===== src/rtl/riscv_pkg.sv =====
// Shared core constants: datapath width, reset vector and the fixed
// instruction step used by fetch-side logic.
package riscv_pkg;

    localparam int          XLEN_DEFAULT         = 32;
    localparam logic [31:0] RESET_VECTOR_DEFAULT = 32'h0000_0000;
    localparam int          PC_STEP              = 4;

endpackage : riscv_pkg


===== src/rtl/pc_reg.sv =====
// Program counter register: loads pc_in when enabled, holds on stall, and
// exposes the sequential next PC, a misalignment flag and a valid flag.
module pc_reg
    import riscv_pkg::*;
#(
    parameter int              XLEN         = XLEN_DEFAULT,
    parameter logic [XLEN-1:0] RESET_VECTOR = XLEN'(RESET_VECTOR_DEFAULT)
) (
    input  logic            clk,
    input  logic            rst_n,
    input  logic [XLEN-1:0] pc_in,
    input  logic            en,
    output logic [XLEN-1:0] pc_out,
    output logic [XLEN-1:0] pc_plus4,
    output logic            pc_valid,
    output logic            misaligned
);

    logic [XLEN-1:0] pc_d;
    logic [XLEN-1:0] pc_q;
    logic            pc_valid_d;
    logic            pc_valid_q;

    always_comb begin
        // NOTE: every variable gets a default before any branch so no latch is inferred.
        pc_d       = pc_q;
        pc_valid_d = 1'b1;
        if (en) begin
            pc_d = pc_in;
        end
    end

    // pc_in is never masked; alignment is only reported through misaligned.
    always_ff @(posedge clk or negedge rst_n) begin
        // NOTE: state is updated with non-blocking assignments so all flops sample together.
        if (!rst_n) begin
            pc_q       <= RESET_VECTOR;
            pc_valid_q <= 1'b0;
        end else begin
            pc_q       <= pc_d;
            pc_valid_q <= pc_valid_d;
        end
    end

    assign pc_out     = pc_q;
    assign pc_plus4   = pc_q + XLEN'(PC_STEP);
    assign pc_valid   = pc_valid_q;
    assign misaligned = |pc_q[1:0];

endmodule : pc_reg


===== config.mk =====
export PLATFORM = sky130hd
export DESIGN_NAME = pc_reg
export DESIGN_NICKNAME = d
export VERILOG_FILES = /design/src/rtl/riscv_pkg.sv /design/src/rtl/pc_reg.sv
export SDC_FILE = /design/constraint.sdc
export NUM_CORES = 1
export LEC_CHECK = 0
export CORE_ASPECT_RATIO = 0.7
export CORE_MARGIN = 2
export CORE_UTILIZATION = 35
export CTS_BUF_LIST = sky130_fd_sc_hd__clkbuf_8
export CTS_CLUSTER_SIZE = 10
export DETAILED_ROUTE_END_ITERATION = 16
export GPL_TIMING_DRIVEN = 0
export HOLD_SLACK_MARGIN = 0.15
export PLACE_DENSITY = 0.84
export SLEW_MARGIN = 30
export SYNTH_ARGS = -nofsm -noshare
export SYNTH_HDL_FRONTEND = slang
export SYNTH_SLANG_ARGS = --single-unit

===== constraint.sdc =====
create_clock -name clk -period 2.4 [get_ports clk]
set_clock_uncertainty 0.2 [all_clocks]
set_input_delay 0.48 -clock clk [delete_from_list [all_inputs] [get_ports clk]]
set_output_delay 0.48 -clock clk [all_outputs]
set_load 0.01 [all_outputs]

-- Word level (Yosys, flattened, before mapping)
Index checks and enable logic that the tools add are counted.
Widths: inputs -> output; s select.
- logic and storage cells: 4
- output and inout bits: 66
- register bits: 33
- add/sub/neg operators: 1
- reduce and logical (&&, ||, !) cells: 1
- operator list (kind ; number):
    $add 32x3->32 const B ; 1
    $reduce_or 2->1 ; 1

-- Longest topological paths before layout
- depth after elaboration: 1
- gate-level depth with buffers: 5

-- Worst setup path after synthesis
OpenSTA, ideal clock, no wires.
- path type: register to output
- from: register pc_q[2] (netlist: pc_out[2])
- to: output port pc_plus4[28]
- arrival time: 1.568 ns
- cell stages (with the launch flop): 6
- buffers on the path: 0
- slack: 0.152 ns
- required time: 1.720 ns
- path through: dfrtp_1 ha_1 nand3_1 nor4_4 nand4_1 xnor2_1
- cells in the longest elaborated chain, start to end: 1
- RTL lines (item ; RTL line ; source):
    from (decl) ; pc_reg.sv:20 ; logic [XLEN-1:0] pc_q;
    from (signal assigned) ; pc_reg.sv:40 ; pc_q <= pc_d;
    $add 32x3->32 ; pc_reg.sv:46 ; assign pc_plus4 = pc_q + XLEN'(PC_STEP);
    to (decl) ; pc_reg.sv:14 ; output logic [XLEN-1:0] pc_plus4,
No other way between the ends.

-- Final worst setup path
- from: register pc_q[2] (netlist: pc_out[2])
- to: output port pc_plus4[31]
Same word-level chain as after synthesis.

==> results.json <==
{
  "status": "finished with violations",
  "failed_checks": "negative setup slack",
  "htreeDepth": 2,
  "clock_latency_ns": 0.27,
  "synth.avg_cell_area_sq_um": 11.7,
  "drv_cap": 0,
  "initial_utilization": 0.368,
  "startpoint_type": "flip-flop",
  "crit_slowest_cell": "dfrtp_1",
  "utilization": 0.662,
  "critPathMaxFanout": 8,
  "ios": 101,
  "ys_seq_area_frac": 0.462,
  "wl_per_cell_um": 15.1,
  "fin_crit_sh": 1.06,
  "crit_family": "buffers and inverters",
  "syn_area_sq_um": 1790,
  "critical_path_class": "reg2out",
  "synthFlopType": "dfrtp_1",
  "grt_antenna_before_repair": 0,
  "grt_pass1_vias": 1697,
  "maxSlewHeadroom": 0.595,
  "required_ns": 1.72,
  "grt_max_degree": 18,
  "timing.final.hold_violations": 0,
  "vias": 1695,
  "place.gp.congestion": 0.741,
  "fmax_mhz": 395,
  "dieArea_sq_um": 5710,
  "yosys_warnings": 0,
  "dp_hpwl_um": 3780,
  "p_per_area_nw_per_um2": 508,
  "first_iter_violations": 40,
  "clkSinkCount": 33,
  "yosysTopAreaCell": "dfrtp_1",
  "cp_cell_sequence": "buf_6, nand4_1, buf_4, nor4_4, buf_6, nand4_1, xnor2_1, buf_2",
  "crit_buf_inv": 4,
  "cts_tree": "built",
  "core_sq_um": 4860,
  "nets": 322,
  "port_buffers": 99,
  "cts_root_buf": "clkbuf_8",
  "areaGrowthSynthToFinish_pct": 79.7,
  "crit_path_max_incr_delay_ns": 0.39,
  "irDropWorstVdd_v": 0.000340,
  "worst_slew_pin_slew_ns": 0.608,
  "overflow": 0,
  "yosys-top-cells-count": "dfrtp_1 (33), mux2_2 (31), xnor2_1 (20)",
  "synth_cell_types": 23,
  "grt_use_total": 0.189,
  "cts.clk_slew.worst_paths_ns": 0.07,
  "synth_area_leaders": "dfrtp_1 (46%), mux2_2 (20%), xnor2_1 (9.8%)",
  "hold_ws_ns": 0.371,
  "cts_buffers": 5,
  "viasPerCell": 4.76,
  "setup_viol": 20,
  "drt-pass1-iter-count": 4,
  "ant_nets": 0,
  "n_fill_cell": 405,
  "cts_buffer_depth": 2,
  "fin_crit_ns": 2.53,
  "slew_viol_final": 0,
  "synth-async-reset-ratio": 1.00,
  "ys_seq_elements": 33,
  "rsz0062_at_grt": "true",
  "grt_pass1_wl_um": 8310,
  "layout-drive-gt1-share": 0.422,
  "synth_most_common_cell": "dfrtp_1",
  "drc": 0,
  "critPathCaptureType": "primary output",
  "drt-total-wl_um": 5370,
  "min_path_type": "reg2reg",
  "p_leak_nw": 1.37,
  "rows": 21,
  "die_h_um": 63.8,
  "diodes": 0,
  "syn-num-nets": 189,
  "synth_edf_count": 0,
  "syn_inst": 153,
  "die_w_um": 89.5,
  "synth_top_area_frac": 0.462,
  "worstPathArrival_ns": 1.85,
  "setup_ws_ns": -0.133
}
[layer usage]
metal / GRT usage / vias up / wire length [um] / share of wire
met5: 0 / - / 0 / 0
met1: 0.249 / 821 / 2320 / 0.43
met3: 0.0568 / 4 / 384 / 0.071
met4: 0.0448 / 0 / 42 / 0.0078
met2: 0.306 / 68 / 2620 / 0.49
li1: - / 802 / - / -
[registers in the layout, indices dropped and copies added (netlist names)]
register and cells:
pc_valid 1, pc_out 32
[stage by stage]
stage | std cells | cell area (sq um) | power [W] | setup TNS, ns | worst slack (ns)
after CTS | 342 | 3060 | 0.00161 | -3.38 | -0.277
after detailed placement | 322 | 2890 | 0.00123 | -9.05 | -0.576
after global placement | 321 | 2870 | 0.00121 | -11.81 | -0.574
final | 356 | 3220 | 0.00163 | -1.37 | -0.133
after global routing | 356 | 3220 | 0.00173 | -3.94 | -0.258
after floorplan | 153 | 1790 | 0.000890 | 0 | 0.152
[cells by family after synthesis]
| kind of cell | synth area share |
|---|---|
| AO/OA/AOI/OAI | 0.00279 |
| AND/OR/NAND/NOR | 0.171 |
| buffers and inverters | 0.0231 |
| multiplexers | 0.195 |
| flip-flops | 0.462 |
| XOR/XNOR | 0.137 |
| adder cells (fa/ha/maj) | 0.00699 |
| other | 0.00210 |
[where the power goes]
part | switching [W] | internal (W)
registers | 0.0000886 | 0.000614
logic | 0.000207 | 0.000329
clock network | 0.000197 | 0.000197
[layout by cell type (no fill, tap or decap), drive strengths merged]
master / Yosys / layout
and2: 1 / 1
and3: 3 / 3
and4: 2 / 2
buf: 2 / 52
clkbuf: 5 / 11
clkdlybuf4s50: 0 / 71
clkinv: 0 / 2
conb: 1 / 1
dfrtp: 33 / 33
dlygate4sd2: 0 / 2
dlygate4sd3: 0 / 1
dlymetal6s2s: 0 / 1
ha: 1 / 1
inv: 2 / 3
mux2: 31 / 31
nand2: 9 / 9
nand3: 13 / 13
nand4: 8 / 8
nor2: 5 / 5
nor3: 3 / 3
nor4: 2 / 2
o21ai: 1 / 1
or2: 3 / 3
xnor2: 20 / 20
xor2: 8 / 8
[path summary, 6_finish.rpt]
kind,from,endpoint,slack (ns),cells past startpoint
max in group asynchronous,rst_n,pc_out[4]$_DFFE_PN0P_,1.05,3
hold / removal,pc_out[31]$_DFFE_PN0P_,pc_out[31]$_DFFE_PN0P_,0.37,1
min in group asynchronous,rst_n,pc_out[19]$_DFFE_PN0P_,0.48,2
setup / recovery,pc_out[2]$_DFFE_PN0P_,pc_plus4[31],-0.13,8
setup reg to reg,pc_out[9]$_DFFE_PN0P_,pc_out[9]$_DFFE_PN0P_,1.22,2
hold reg to reg,pc_out[31]$_DFFE_PN0P_,pc_out[31]$_DFFE_PN0P_,0.37,1
[timing repair]
action | CTS | global route
pin swaps | 15 | 12
endpoints found under the hold margin | 16 | 0
gates resized for setup | 115 | 22
setup endpoints to repair | 26 | 24
buffers inserted | 11 | 15
hold buffers | 1 | 0
[final cells by class]
cell class | instances | area (sq um) | share of cell area
Timing Repair Buffer | 127 | 1120 | 0.350
Tap cell | 69 | 86.3 | 0.0268
Sequential cell | 33 | 838 | 0.261
Multi-Input combinational cell | 111 | 1050 | 0.325
Buffer | 6 | 30.0 | 0.00934
Clock buffer | 5 | 68.8 | 0.0214
Inverter | 2 | 7.51 | 0.00233
Clock inverter | 3 | 13.8 | 0.00428
Note: power is estimated with default switching activity, not from simulation.
